==> config.mk <==
export PLATFORM = sky130hd
export DESIGN_NAME = mem_port_arbiter
export DESIGN_NICKNAME = d
export VERILOG_FILES = /design/src/rtl/mem_port_arbiter.sv
export SDC_FILE = /design/constraint.sdc
export NUM_CORES = 1
export LEC_CHECK = 0
export CAP_MARGIN = 20
export CORE_MARGIN = 5
export CORE_UTILIZATION = 43
export CTS_CLUSTER_DIAMETER = 80
export CTS_CLUSTER_SIZE = 24
export DETAILED_ROUTE_END_ITERATION = 10
export GPL_TIMING_DRIVEN = 0
export PLACE_DENSITY = 0.83
export SETUP_SLACK_MARGIN = 0.5
export SKIP_LAST_GASP = 1
export SYNTH_ARGS = -nofsm -noshare
export SYNTH_HDL_FRONTEND = slang
export SYNTH_SLANG_ARGS = --single-unit
==> constraint.sdc <==
create_clock -name clk -period 2.6 [get_ports clk]
set_clock_uncertainty 0.2 [all_clocks]
set_input_delay 0.39 -clock clk [delete_from_list [all_inputs] [get_ports clk]]
set_output_delay 0.39 -clock clk [all_outputs]
set_load 0.02 [all_outputs]
==> src/rtl/mem_port_arbiter.sv <==
// Two-port round-robin front end for a single-port synchronous RAM.
// Each access is latched at grant and sequenced IDLE -> ACCESS -> (WAIT) -> DONE.
module mem_port_arbiter #(
  parameter int DATA_W = 32,
  parameter int ADDR_W = 9,
  parameter int RD_LAT = 1
) (
  input  logic              clk,
  input  logic              rst,
  // Handshake: reqN rises with weN/addrN/wdataN stable and stays high until ackN;
  // ackN is a one-cycle completion pulse, and the requester drops reqN by the edge
  // that ends that pulse (a req still high back in IDLE counts as a new request).
  input  logic              req0,
  input  logic              req1,
  input  logic              we0,
  input  logic              we1,
  input  logic [ADDR_W-1:0] addr0,
  input  logic [ADDR_W-1:0] addr1,
  input  logic [DATA_W-1:0] wdata0,
  input  logic [DATA_W-1:0] wdata1,
  output logic              ack0,
  output logic              ack1,
  output logic [DATA_W-1:0] rdata0,
  output logic [DATA_W-1:0] rdata1,
  output logic              busy,
  output logic              ram_en,
  output logic              ram_we,
  output logic [ADDR_W-1:0] ram_addr,
  output logic [DATA_W-1:0] ram_wdata,
  input  logic [DATA_W-1:0] ram_rdata,
  output logic [1:0]        state_dbg
);

  typedef enum logic [1:0] {IDLE = 2'd0, ACCESS = 2'd1, WAIT = 2'd2, DONE = 2'd3} state_t;

  state_t              state_q, state_d;
  logic                gnt_q, gnt_d;
  logic                last_grant_q, last_grant_d;
  logic [2:0]          cnt_q, cnt_d;
  logic                ram_en_q, ram_en_d;
  logic                ram_we_q, ram_we_d;
  logic [ADDR_W-1:0]   ram_addr_q, ram_addr_d;
  logic [DATA_W-1:0]   ram_wdata_q, ram_wdata_d;
  logic                ack0_q, ack0_d;
  logic                ack1_q, ack1_d;
  logic [DATA_W-1:0]   rdata0_q, rdata0_d;
  logic [DATA_W-1:0]   rdata1_q, rdata1_d;
  logic                busy_q, busy_d;
  logic                pick;

  always_comb begin
    state_d      = state_q;
    gnt_d        = gnt_q;
    last_grant_d = last_grant_q;
    cnt_d        = cnt_q;
    ram_en_d     = 1'b0;
    ram_we_d     = 1'b0;
    ram_addr_d   = ram_addr_q;
    ram_wdata_d  = ram_wdata_q;
    ack0_d       = 1'b0;
    ack1_d       = 1'b0;
    rdata0_d     = rdata0_q;
    rdata1_d     = rdata1_q;
    pick         = 1'b0;

    unique case (state_q)
      IDLE: begin
        if (req0 || req1) begin
          // On a tie the port that did not win last time goes first.
          pick         = (req0 && req1) ? ~last_grant_q : req1;
          gnt_d        = pick;
          last_grant_d = pick;
          ram_en_d     = 1'b1;
          ram_we_d     = pick ? we1 : we0;
          ram_addr_d   = pick ? addr1 : addr0;
          ram_wdata_d  = pick ? wdata1 : wdata0;
          state_d      = ACCESS;
        end
      end
      ACCESS: begin
        if (ram_we_q) begin
          ack0_d  = ~gnt_q;
          ack1_d  = gnt_q;
          state_d = DONE;
        end else begin
          cnt_d   = 3'd1;
          state_d = WAIT;
        end
      end
      WAIT: begin
        if (cnt_q == 3'(RD_LAT)) begin
          if (gnt_q) rdata1_d = ram_rdata;
          else       rdata0_d = ram_rdata;
          ack0_d  = ~gnt_q;
          ack1_d  = gnt_q;
          state_d = DONE;
        end else begin
          cnt_d = cnt_q + 3'd1;
        end
      end
      DONE: begin
        state_d = IDLE;
      end
      default: state_d = IDLE;
    endcase

    busy_d = (state_d != IDLE);
  end

  always_ff @(posedge clk) begin
    if (rst) begin
      state_q      <= IDLE;
      gnt_q        <= 1'b0;
      last_grant_q <= 1'b1;
      cnt_q        <= 3'd0;
      ram_en_q     <= 1'b0;
      ram_we_q     <= 1'b0;
      ram_addr_q   <= '0;
      ram_wdata_q  <= '0;
      ack0_q       <= 1'b0;
      ack1_q       <= 1'b0;
      rdata0_q     <= '0;
      rdata1_q     <= '0;
      busy_q       <= 1'b0;
    end else begin
      state_q      <= state_d;
      gnt_q        <= gnt_d;
      last_grant_q <= last_grant_d;
      cnt_q        <= cnt_d;
      ram_en_q     <= ram_en_d;
      ram_we_q     <= ram_we_d;
      ram_addr_q   <= ram_addr_d;
      ram_wdata_q  <= ram_wdata_d;
      ack0_q       <= ack0_d;
      ack1_q       <= ack1_d;
      rdata0_q     <= rdata0_d;
      rdata1_q     <= rdata1_d;
      busy_q       <= busy_d;
    end
  end

  assign ack0      = ack0_q;
  assign ack1      = ack1_q;
  assign rdata0    = rdata0_q;
  assign rdata1    = rdata1_q;
  assign busy      = busy_q;
  assign ram_en    = ram_en_q;
  assign ram_we    = ram_we_q;
  assign ram_addr  = ram_addr_q;
  assign ram_wdata = ram_wdata_q;
  assign state_dbg = state_q;

endmodule

After elaboration in Yosys (flattened, before gate mapping)
Cells that the tools add are included.
{ "op_classes": {"n_eq_ne": 6, "shift": 0, "addsub": 1, "magnitude_cmp": 0, "n_bitwise": 4, "n_reduce_logical": 11, "mul": 0, "div_mod_pow": 0, "n_mux": 18} }
{ "ops": {"columns": ["op", "count"], "rows": [
  ["$mux W32", 1],
  ["$mux W9", 1],
  ["$reduce_and A3 Y1", 3],
  ["$mux W1", 8],
  ["$pmux W2 S4", 1],
  ["$mux W3", 2],
  ["$pmux W3 S2", 1],
  ["$eq A2 B2 Y1 const B", 2],
  ["$mux W2", 2],
  ["$ne A2 B2 Y1 const B", 2],
  ["$not A1 Y1", 4],
  ["$pmux W1 S2", 2],
  ["$reduce_bool A2 Y1", 2],
  ["$add A3 B1 Y3 const B", 1],
  ["$eq A3 B1 Y1 const B", 1],
  ["$reduce_or A3 Y1", 1],
  ["$eq A2 B1 Y1 const B", 1],
  ["$logic_not A2 Y1", 1],
  ["$reduce_and A2 Y1", 1],
  ["$reduce_or A2 Y1", 1],
  ["$logic_and A1 B1 Y1", 1],
  ["$logic_or A1 B1 Y1", 1]
]} }
{ "word_totals": {"memories": 0, "latch_bits": 0, "rom_bits": 0, "register_bits": 117, "mem_bits_rw": 0, "in_bits": 120, "elab_cells": 53, "out_inout_bits": 112} }

Longest topological paths before layout
Gate-level depths: netlist (run 1).
{ "depth": {"word_depth": 4, "ltp_mapped": 8, "depth_no_buf": 5} }

Worst setup path after synthesis (run 1)
Ideal clock, no wire load.
{ "synth_path": {"path_kind": "reg-to-reg", "from": "reg state_q[0] (netlist: state_dbg[0])", "to": "reg rdata0_q[31] (netlist: rdata0[31])", "t_required_ps": 2268, "path_stages_with_launch": 9, "n_path_buf": 3, "synth_period_minus_slack_ps": 1883, "path_slack_ps": 717, "setup_time_ps": 132, "arrival_ps": 1550, "cell_sequence": "dfxtp_1 inv_1 ha_1 buf_4 and4bb_2 buf_2 buf_2 nand2_1 a21oi_1"} }
{ "synth_between": {"elab_chain_cells": 2} }
{ "synth_lines": {"columns": ["item", "line", "rtl"], "rows": [
  ["start, declared", "36", "state_t state_q, state_d;"],
  ["start signal, assigned", "126", "state_q <= state_d;"],
  ["$eq A2 B2 Y1", "66", "unique case (state_q)"],
  ["$reduce_and A3 Y1 (no source line)", null, null],
  ["end signal, assigned", "136", "rdata0_q <= rdata0_d;"],
  ["end, declared", "46", "logic [DATA_W-1:0] rdata0_q, rdata0_d;"]
]} }
No other way between the ends.
A chain may end at the register's enable or synchronous reset.

Final worst setup path (run 1)
{ "layout_path": {"from": "reg rdata0_q[30] (netlist: rdata0[30])", "to": "out rdata0[30]"} }
{ "layout_rtl": {"columns": ["item", "line", "rtl"], "rows": [
  ["end, declared", "23", "output logic [DATA_W-1:0] rdata0,"]
]} }
No word-level cell between the ends.

==> impl_metrics.toml, run 1 <==
[critical_path]
crit_slowest_cell = "clkdlybuf4s50_1"
critical_path.max_fanout = 2
cp_top_family = "buffers and inverters"
required_ns = 2.01
cp_num_buf_inv = 1
critical_path_class = "flop to primary output"
slowest_delay_ns = 0.64
cp.arrival_ns = 1.47
r2r_setup_slack_ns = 0.69
crit_path_start_kind = "flop"
endpoint_kind = "primary output"
crit_chain = "clkdlybuf4s50_1"

[drt]
viasPerCell = 5.120
drc = 0
firstDrtPassIters = 5
vias = 4977
initialDrtViolationCount = 295
ant_nets = 0
post_drt_wl_per_cell_um = 16.30
drt_wl_total_mm = 15.84

[timing]
rsz0062_at_grt = "false"
setup_slack_ns = 0.5361
relSlewSlack_pct = 63.11
tightest_slew_ns = 0.5533
fin_crit_sh_pct = 79.38
fmax_ghz = 0.4845
hold_viol = 0
tns_ns = 0
finalMaxSlewViolations = 0
fin_crit_ns = 2.064
setup_viol = 0

[place]
dp_hpwl_mm = 12.11
port_buffers = 230
placedCellCount = 940
finalWeightedCongestion = 0.8872
dpl_worst_slack_ns = 0.3266

[synthesis]
synth_ff_type = "dfxtp_1"
synth.most_common_cell = "nand2_1"
yosys-top-cells-area = "dfxtp_1, nand2_1, a21oi_1, a211oi_1, nor2_1"
synth_edf_count = 0
synth.net_count = 700
ys_ff_latch = 117
avgSynthCellArea_um2 = 8.022
synth_commonest_cells = "nand2_1, dfxtp_1, a21oi_1, nor2_1, a211oi_1"
ys_warn_count = 0
syn_inst = 574
yosys.area.top_type_share_pct = 50.87
synth.distinct_cells = 36
ys_seq_area_share_pct = 50.87
async_flop_share_pct = 0
synthesis.area_um2 = 4604
synth_area_leader_cell = "dfxtp_1"

[cts]
clock_latency_ns = 0.51
cts_made_buffers = 17
post_cts_buffers = 0
cts_tree = "built"
holdBufCountCts = 0
clock_sinks = 117
htree_num_levels = 4
cts-root-buf = "clkbuf_8"
cts.clk_slew.worst_paths_ns = 0.05
clock_path_buffers = 2

[pwr]
intPower_w = 0.004709
seqPwrFrac_pct = 32.4
combPwrFrac_pct = 36.2
power_w = 0.007167
power_switching_w = 0.002458
p_sw_share_pct = 34.29
power_density_nw_per_um2 = 923.8
ir_worst_vdd_mv = 0.5068
clkPwrFrac_pct = 31.4
p_leak_nw = 3.572

[job]
maxCapViolations = 0

[cells_and_area]
area_delta_synth_final_pct = 68.51
utilization_pct = 74.82
n_antenna_cell = 0
nNetsFinal = 949
drive_above_1_share_pct = 8.373
stdcell_count = 972

[floorplan]
core_area_um2 = 10370
rows = 37
die_x_um = 113.5
start_util_pct = 44.40
design.die.area_um2 = 12880
pin_count = 232
die_h_um = 113.5

[global_routing]
grt.overflow.total = 0
grt_max_degree = 17
grt_pass1_vias = 5167
grt.total_usage_pct = 24.11
grt_pass1_wl_mm = 24.95
antenna_found_initial = 0

[worst_hold_path]
hp-class = "input port to flop"

[outcome]
status = "complete, no violations"
cell type report:
type | instances | area, um^2
clock buffers | 20 | 455.4
inverters | 5 | 18.77
flip-flops and latches | 117 | 2342
fillers | 766 | 2611
well taps | 136 | 170.2
plain buffers | 46 | 229.0
repair buffers | 230 | 2397
multi-input cells | 406 | 2018
clock inverters | 12 | 127.6
layout by cell type, fill, tap and decap left out, types with 2 or more instances in the layout:
master and n:
a211oi_1 41, a21oi_1 112, and3b_1 2, buf_1 3, buf_2 24, buf_4 6, bufinv_16 2, clkbuf_1 10
clkbuf_16 16, clkbuf_2 3, clkbuf_8 4, clkdlybuf4s50_1 183, clkinv_2 4, clkinvlp_4 4, dfxtp_1 117, dlygate4sd2_1 6
dlymetal6s2s_1 41, ha_1 6, inv_1 5, mux2i_1 2, nand2_1 171, nand2b_1 2, nand4b_1 2, nor2_1 45
nor2b_1 2, o31ai_1 2
per-stage QoR:
step	hold slack [ns]	area (um^2)
finish	0.1328	7759
global route	0.1280	7759
CTS	0.1136	7652
detailed placement	0.2478	7077
global placement	0.2419	7077
floorplan	0.2685	4604
registers in the layout, summed over array words and instances (netlist names), 2 cells and up:
signal     count
rdata0        32
state_dbg      2
ram_addr       9
cnt_q          3
ram_wdata     32
rdata1        32
power groups by stage:
| stage | logic, W | clock network, W | registers (W) |
|---|---|---|---|
| 2_1_floorplan | 0.00109 | 0 | 0.00274 |
| 5_1_grt | 0.00283 | 0.00237 | 0.00236 |
| 6_report | 0.00259 | 0.00225 | 0.00232 |
| 4_1_cts | 0.00263 | 0.00228 | 0.00233 |
| 3_3_place_gp | 0.00258 | 0 | 0.00234 |
| 3_5_place_dp | 0.00263 | 0 | 0.00236 |
metal layers:
metal / vias up / track usage [%] / share of wire, %
met2: 224 / 41.93 / 49
met3: 31 / 10.03 / 10
met1: 2290 / 25.56 / 38
li1: 2432 / - / -
met4: 0 / 10.42 / 2.6
met5: - / 0 / 0
repair_timing:
action / 4_1_cts / 5_1_grt
pin swaps: 0 / 0
endpoints found under the setup margin: 6 / 67
resized for setup: 6 / 47
hold endpoints to repair: 0 / 0
logic make-up (layout without fill, tap and decap cells):
logic type      after synthesis  count (layout)  synth area share, %
compound gates              165             165                21.22
fa+ha+maj                     6               6                1.630
buf+inv                      51             313                5.299
flops                       117             117                50.87
mux                           2               2               0.4348
simple gates                233             233                20.54
path summary, 6_finish.rpt:
| kind | start | cells past startpoint | to |
|---|---|---|---|
| setup / recovery | rdata0[30] | 1 | rdata0[30] |
| hold reg to reg | rdata1[28] | 2 | rdata1[28] |
| setup reg to reg | state_dbg[0] | 8 | rdata0[7] |
| hold / removal | rst | 2 | state_dbg[1] |
Note: power is estimated with default switching activity, not from simulation.
==> inputs of run 2 (changes only) <==
--- a/config.mk
+++ b/config.mk
@@ -7,12 +7,12 @@
 export LEC_CHECK = 0
 export CAP_MARGIN = 20
 export CORE_MARGIN = 5
-export CORE_UTILIZATION = 43
+export CORE_UTILIZATION = 40
 export CTS_CLUSTER_DIAMETER = 80
 export CTS_CLUSTER_SIZE = 24
 export DETAILED_ROUTE_END_ITERATION = 10
 export GPL_TIMING_DRIVEN = 0
-export PLACE_DENSITY = 0.83
+export PLACE_DENSITY = 0.78
 export SETUP_SLACK_MARGIN = 0.5
 export SKIP_LAST_GASP = 1
 export SYNTH_ARGS = -nofsm -noshare
==> constraint.sdc (replaced) <==
create_clock -name clk -period 2 [get_ports clk]
set_clock_uncertainty 0.2 [all_clocks]
set_input_delay 0.3 -clock clk [delete_from_list [all_inputs] [get_ports clk]]
set_output_delay 0.3 -clock clk [all_outputs]
set_load 0.02 [all_outputs]
==> run 2 against run 1 <==
Net effect:
- combinational power rose by 72%
- clock power rose by 38%
- die area is 6.8% higher
- final cell count grew 3.7%
- design area grew 5.5%
- critical path depth up 7
- global-route usage shrank 0.28 points
- flip-flop and latch count did not move
- power rose by 48%
- register-to-register slack worse by 0.40 ns
- setup slack got worse by 0.25 ns
- critical path type is now flop to flop
- largest cell class unchanged
==> impl_metrics.toml, run 2 (synthesis gave the netlist of run 1 again) <==
[floorplan]
core_area_um2 = 11370
start_util_pct = 40.50
die_x_um = 117.3
rows = 39
design.die.area_um2 = 13760
die_h_um = 117.3
pin_count = 232

[cells_and_area]
nNetsFinal = 978
fill_cells = 871
mostFrequentLayoutCells = "nand2_1, clkdlybuf4s50_1, buf_2, dfxtp_1, a21oi_1"
final_common_cell = "nand2_1"
n_antenna_cell = 0
area_delta_synth_final_pct = 77.83
drive_above_1_share_pct = 36.53

[place]
dp_hpwl_mm = 12.12
port_buffers = 230
dpl_worst_slack_ns = -0.1106
finalWeightedCongestion = 0.8712

[cts]
holdBufCountCts = 0
clock_sinks = 117
htree_num_levels = 4
cts-root-buf = "clkbuf_16"
cts_made_buffers = 17
clock_latency_ns = 0.40
cts.clk_slew.worst_paths_ns = 0.05
cts_tree = "built"
clock_path_buffers = 2

[timing]
fmax_ghz = 0.5843
relSlewSlack_pct = 47.69
tns_ns = 0
setup_viol = 0
setup_slack_ns = 0.2886
rsz0062_at_grt = "true"
tightest_slew_ns = 0.7846
finalMaxSlewViolations = 0
fin_crit_sh_pct = 85.57
fin_crit_ns = 1.711
hold_viol = 0

[job]
maxCapViolations = 0

[critical_path]
startpoint = "state_dbg[0]"
r2r_start = "state_dbg[0]"
endpoint_kind = "flop"
cpMostUsedCell = "buf_8"
required_ns = 2.12
crit_slowest_cell = "dfxtp_4"
critical_path_class = "flop to flop"
crit_path_start_kind = "flop"
critical_path.max_fanout = 10
cp.arrival_ns = 1.83
crit_chain = "inv_6 -> ha_4 -> buf_6 -> and4bb_2 -> buf_8 -> buf_8 -> nand2_1 -> a21oi_1"
slowest_delay_ns = 0.36

[drt]
firstDrtPassIters = 5
post_drt_wl_per_cell_um = 18.01
initialDrtViolationCount = 382
drc = 0
viasPerCell = 5.297
vias = 5339
drt_wl_total_mm = 18.16
ant_nets = 0

[pwr]
power_w = 0.01062
ir_worst_vdd_mv = 0.7692
power_density_nw_per_um2 = 1297
p_leak_nw = 3.496

[global_routing]
antenna_found_initial = 0
grt.overflow.total = 0
grt.total_usage_pct = 23.83
grt_pass1_wl_mm = 25.61
grt_pass1_vias = 5191
grt_max_degree = 17

[worst_hold_path]
min_from = "rst"
hp-class = "input port to flop"

[outcome]
status = "complete, no violations"
-- run 2: repair_timing --
action	CTS	global route
endpoints found under the setup margin	225	120
cloned	3	10
gates resized for setup	519	103
buffers inserted	7	9
pin swaps	11	33
-- run 2: metal layers --
| layer | vias up | wire (um) | track usage (%) |
|---|---|---|---|
| li1 | 2507 | - | - |
| met1 | 2525 | 6688 | 26.13 |
| met2 | 271 | 8990 | 41.03 |
| met3 | 36 | 1997 | 9.512 |
| met4 | 0 | 479 | 9.633 |
| met5 | - | 0 | 0 |
-- run 2: worst max-delay path, delay by kind of cell (launching register included) --
kind / cells / cell delay (ns)
simple gates: 2 / 0.32
compound gates: 1 / 0.16
flops: 1 / 0.36
buf+inv: 4 / 0.47
fa+ha+maj: 1 / 0.13
-- run 2: cell type report --
| type | count | area [um^2] | share of cell area, % |
|---|---|---|---|
| multi-input cells | 407 | 2485 | 30.35 |
| flip-flops and latches | 117 | 2354 | 28.74 |
| repair buffers | 258 | 2126 | 25.96 |
| clock buffers | 17 | 425.4 | 5.196 |
| plain buffers | 46 | 412.9 | 5.043 |
| clock inverters | 15 | 180.2 | 2.200 |
| well taps | 143 | 178.9 | 2.185 |
| inverters | 5 | 26.28 | 0.3209 |
-- run 2: worst paths after layout --
kind                  endpoint  slack [ns]  cells past startpoint
setup / recovery    rdata0[12]        0.29                      8
hold / removal    state_dbg[1]        0.11                      2
setup reg to reg    rdata0[12]        0.29                      8
hold reg to reg     rdata1[25]        0.25                      2
-- run 2: stage by stage --
step | util [%] | instances | hold WS, ns | cell area (um^2)
global route | 72.02 | 1008 | 0.09921 | 8188
global placement | 63.46 | 947 | 0.2423 | 7216
floorplan | - | 574 | 0.2360 | 4735
detailed placement | 63.46 | 947 | 0.2453 | 7216
finish | 72.02 | 1008 | 0.1060 | 8188
CTS | 67.14 | 989 | 0.06964 | 7634
-- run 2: power breakdown --
part           switching [W]  internal (W)  total (W)
Clock                0.00113       0.00197    0.00310
Combinational        0.00235       0.00211    0.00446
Sequential          0.000273       0.00279    0.00307
==> inputs of run 3 (changes only) <==
--- a/config.mk
+++ b/config.mk
@@ -14,6 +14,7 @@
 export GPL_TIMING_DRIVEN = 0
 export PLACE_DENSITY = 0.78
 export SETUP_SLACK_MARGIN = 0.5
+export SKIP_CTS_REPAIR_TIMING = 1
 export SKIP_LAST_GASP = 1
 export SYNTH_ARGS = -nofsm -noshare
 export SYNTH_HDL_FRONTEND = slang
==> run 3 against run 2 <==
Net effect:
- register-to-register slack worse by 0.05 ns
- highest routed layer unchanged
- critical path depth stayed put
- sequential share of layout area decreased by 3.2 points
==> impl_metrics.toml, run 3 (synthesis gave the netlist of run 1 again) <==
[worst_hold_path]
hp-class = "input port to flop"
min_to = "state_dbg[1]"
hold_depth = 2
min_from = "rst"

[global_routing]
grt.total_usage_pct = 22.66
grt_use_met2_pct = 37.37
grt.overflow.total = 0
grt_pass1_vias = 5013
use_met1_pct = 25.67
grt.busiest_layer = "met2"
use_met3_pct = 9.820
grt_max_degree = 17
grt_pass1_wl_mm = 24.48
antenna_found_initial = 0

[floorplan]
pin_count = 232
rows = 39
start_util_pct = 40.50
die_h_um = 117.3
die_x_um = 117.3
design.die.area_um2 = 13760
core_area_um2 = 11370

[cts]
clock_sinks = 117
clock_path_buffers = 2
cts-root-buf = "clkbuf_16"
cts_tree = "built"
clock_latency_ns = 0.41
cts.clk_slew.worst_paths_ns = 0.06
htree_num_levels = 4
cts_made_buffers = 17

[critical_path]
crit_path_start_kind = "flop"
startpoint = "state_dbg[0]"
critical_path_class = "flop to flop"
required_ns = 2.06
r2r_cells = 8
critical_path.max_fanout = 8
r2r_start = "state_dbg[0]"
r2r_setup_slack_ns = 0.24
endpoint_kind = "flop"
reg2reg_to = "rdata0[10]"
cp.arrival_ns = 1.82

[pwr]
p_sw_share_pct = 37.75
ir_worst_vdd_mv = 0.7881
intPower_w = 0.007233
clkPwrFrac_pct = 27.1
p_leak_nw = 4.168
seqPwrFrac_pct = 27.4
power_switching_w = 0.004387
power_density_nw_per_um2 = 1261
combPwrFrac_pct = 45.5
power_w = 0.01162

[cells_and_area]
final_common_cell = "clkdlybuf4s50_1"
n_antenna_cell = 0
post-route-cell-area_um2 = 9213
area_delta_synth_final_pct = 100.1
mostFrequentLayoutCells = "clkdlybuf4s50_1, dfxtp_1, nand2_1"
drive_above_1_share_pct = 50.23
nNetsFinal = 985

[outcome]
status = "complete, no violations"

[place]
dpl_worst_slack_ns = -0.1106
finalWeightedCongestion = 0.8712
port_buffers = 230
placed_cell_area_um2 = 7216
dp_hpwl_mm = 12.12

[timing]
setup_viol = 0
hold_viol = 0
rsz0062_at_grt = "true"
tightest_slew_ns = 0.7925
holdWs_ns = 0.06949
fin_crit_sh_pct = 87.95
fmax_ghz = 0.5685
setup_slack_ns = 0.2410
relSlewSlack_pct = 47.17
fin_crit_ns = 1.759
finalMaxSlewViolations = 0

[drt]
drt_wl_total_mm = 20.30
viasPerCell = 5.426
initialDrtViolationCount = 353
post_drt_wl_per_cell_um = 20.00
vias = 5507
firstDrtPassIters = 5
drc = 0
ant_nets = 0

[job]
maxCapViolations = 0
-- run 3: cell count changes in the layout (fill, tap and decap cells not counted), moves of 31 or more --
cell / change
a21oi_1: -43
a21oi_2: +38
buf_2: -108
clkbuf_2: +89
nand2_1: -31
nand2_4: +34
nor2_1: -32
-- run 3: final cells by class --
cell class	count	area, um^2
Timing Repair Buffer	265	2377
Tap cell	143	178.9
Multi-Input combinational cell	407	3246
Clock buffer	17	425.4
Clock inverter	15	180.2
Buffer	46	427.9
Sequential cell	117	2354
Inverter	5	23.77
Fill cell	671	2157
-- run 3: worst max-delay path by stage --
stage / to / slack (ns) / cells past startpoint
after global placement: ram_wdata[26] / -0.06 / 5
after floorplan: rdata0[31] / 0.40 / 8
after detailed placement: ram_addr[8] / -0.11 / 5
final: rdata0[10] / 0.24 / 8
after global routing: rdata0[4] / 0.17 / 8
after CTS: ram_we / -0.02 / 1
-- run 3: through the flow --
step | cells | setup TNS [ns] | util (%)
floorplan | 574 | 0 | -
global placement | 947 | -1.009 | 63.46
detailed placement | 947 | -3.045 | 63.46
CTS | 979 | -0.01620 | 68.79
global route | 1015 | 0 | 81.03
finish | 1015 | 0 | 81.03
-- run 3: power by group through the flow --
stage          sequential, W  combinational [W]  clock [W]
2_1_floorplan        0.00358            0.00156          0
3_3_place_gp         0.00309            0.00350          0
3_5_place_dp         0.00311            0.00355          0
4_1_cts              0.00307            0.00358    0.00313
5_1_grt              0.00323            0.00562    0.00329
6_report             0.00319            0.00528    0.00315
-- run 3: per-layer routing --
metal / share of wire [%] / routed length (um)
met4: 3.4 / 682
met1: 36 / 7384
met5: 0 / 0
met3: 10 / 2052
met2: 50 / 10180
-- run 3: worst max-delay path, cell delays in order (launching register included) --
cell	delay, ns
dfxtp_4	0.40
inv_6	0.04
ha_4	0.16
buf_6	0.12
and4bb_2	0.24
buf_12	0.16
clkbuf_16	0.17
nand2_2	0.06
a21oi_2	0.06
==> RTL edit, RTL diff (config.mk and constraints of run 3) <==
Put one more register stage on the output `state_dbg`, cleared by the reset. The value now appears one clock later. The other outputs are not delayed to match.
--- a/src/rtl/mem_port_arbiter.sv
+++ b/src/rtl/mem_port_arbiter.sv
@@ -149,5 +149,11 @@
   assign ram_addr  = ram_addr_q;
   assign ram_wdata = ram_wdata_q;
-  assign state_dbg = state_q;
+  always_ff @(posedge clk) begin
+    if (rst) begin
+      state_dbg <= '0;
+    end else begin
+      state_dbg <= state_q;
+    end
+  end
 
 endmodule
Check against the original RTL: not equivalent (Yosys sat finds a counterexample within 4 cycles, from zero or initial values and one cycle with rst high).
==> RTL edit against run 3 <==
Worst setup slack improved by 0.093 ns; design area is 0.29% lower; routed wire length down 1.7%; via count down 0.76%; combinational power shrank 5.1%; sequential cell count is 2 higher; hold slack got worse by 0.015 ns; power fell by 1.0%; synthesized area is 6.1% higher; critical endpoint is now rdata0[11]; largest power group unchanged.
==> RTL edit: results (changes against run 3) <==
- Status: complete, no violations
- Delay-heaviest family, CP: buffers and inverters
- Via count: 5,465 (-0.76%)
- CP max stage delay: 0.35 ns (-0.05 ns)
- Synth area leaders: dfxtp_1 (49%), nand2_1 (13%), a21oi_1 (11%)
- Max IR drop VDD: 0.914 mV (+16%)
- Leak: 4.03 nW (-3.3%)
- IO buf count: 229 (-0.43%)
- Worst Tran Pin Value: 0.740 ns (-0.0529 ns)
- Initial antenna violation count: 1 (+1)
- Num CTS Buffers: 17 (unchanged)
- RePlAce Congestion: 0.851 (-2.4%)
- HPWL Detailed: 12,600 um (+3.8%)
- Share of the yosys chip area belonging to registers: 0.488 (-0.0211)
- Synth top cells by count: nand2_1 (171), dfxtp_1 (119), a21oi_1 (107)
- Netlist cell types: 39 (+8.3%)
- Mapped Nets: 710 (+1.4%)
- Drt first-iter violations: 352 (-0.28%)
- Vias in the first global route: 5,334 (+6.4%)
- Layout cell share with drive strength beyond 1: 0.479 (-0.0228)
- Dpl ws: -0.101 ns (+0.0100 ns)
- Async S/R FF share, synth: 0 (unchanged)
- GRT Total Usage: 0.222 (-0.00418)
- WL/cell: 19.5 um (-2.5%)
- Clock Tree Buf Depth: 2 (unchanged)
- Crit-path max FO: 8 (unchanged)
- Crit path arrival time: 1.80 ns (-0.02 ns)
- First-pass GRT wire length: 25,900 um (+6.0%)
- Post-Place Cell Area: 7380 um2 (+2.3%)
- Final nets: 990 (+0.51%)
## RTL edit: power breakdown
group / switching, mW / internal, mW
clock: 1.11 / 2.20
combinational: 2.68 / 2.32
sequential: 0.346 / 2.84
total: 4.14 / 7.37
## RTL edit: worst paths after layout
| path | start | end | cells after the start | slack, ns |
|---|---|---|---|---|
| worst min-delay path | rst | state_dbg[0] | 2 | 0.05 |
| worst max register to register | state_q[0] | rdata0[11] | 7 | 0.33 |
| worst min register to register | rdata1[8] | rdata1[8] | 2 | 0.26 |
| worst max-delay path | state_q[0] | rdata0[11] | 7 | 0.33 |
## RTL edit: cells by family after synthesis
kind of cell               share of synthesized area
DFF                                            0.488
AOI/OAI and AO/OA                              0.240
adders and majority gates                     0.0154
muxes                                        0.00205
and+or+nand+nor                                0.200
buffers and inverters                         0.0551
## RTL edit: routing by layer
metal / track usage / part of all wire
met5: 0 / 0
met4: 0.0793 / 0.028
met3: 0.102 / 0.089
met2: 0.392 / 0.51
met1: 0.232 / 0.37
## RTL edit: worst reg2reg max path: cells and delay by family (launching register included)
kind	cells	cell delay, ns
AO/OA/AOI/OAI	1	0.16
adder cells (fa/ha/maj)	1	0.15
buffers and inverters	3	0.41
flip-flops	1	0.35
AND/OR/NAND/NOR	2	0.32
## RTL edit: cell type report
cell class,count,area [um2]
Antenna cell,1,2.50
Buffer,47,448
Multi-Input combinational cell,412,3160
Fill cell,788,2830
Inverter,7,28.8
Clock inverter,12,203
Clock buffer,19,433
Tap cell,147,184
Sequential cell,119,2390
Timing Repair Buffer,260,2330
## RTL edit: per-stage QoR
stage	std cells	TNS, ns	util	hold slack [ns]	total power, mW
2_1_floorplan	584	0	-	0.236	5.27
3_3_place_gp	960	-0.755	0.614	0.241	6.67
3_5_place_dp	960	-2.42	0.614	0.249	6.81
4_1_cts	991	0	0.667	0.0341	10.1
5_1_grt	1024	0	0.765	0.0811	12.0
6_report	1024	0	0.765	0.0545	11.5
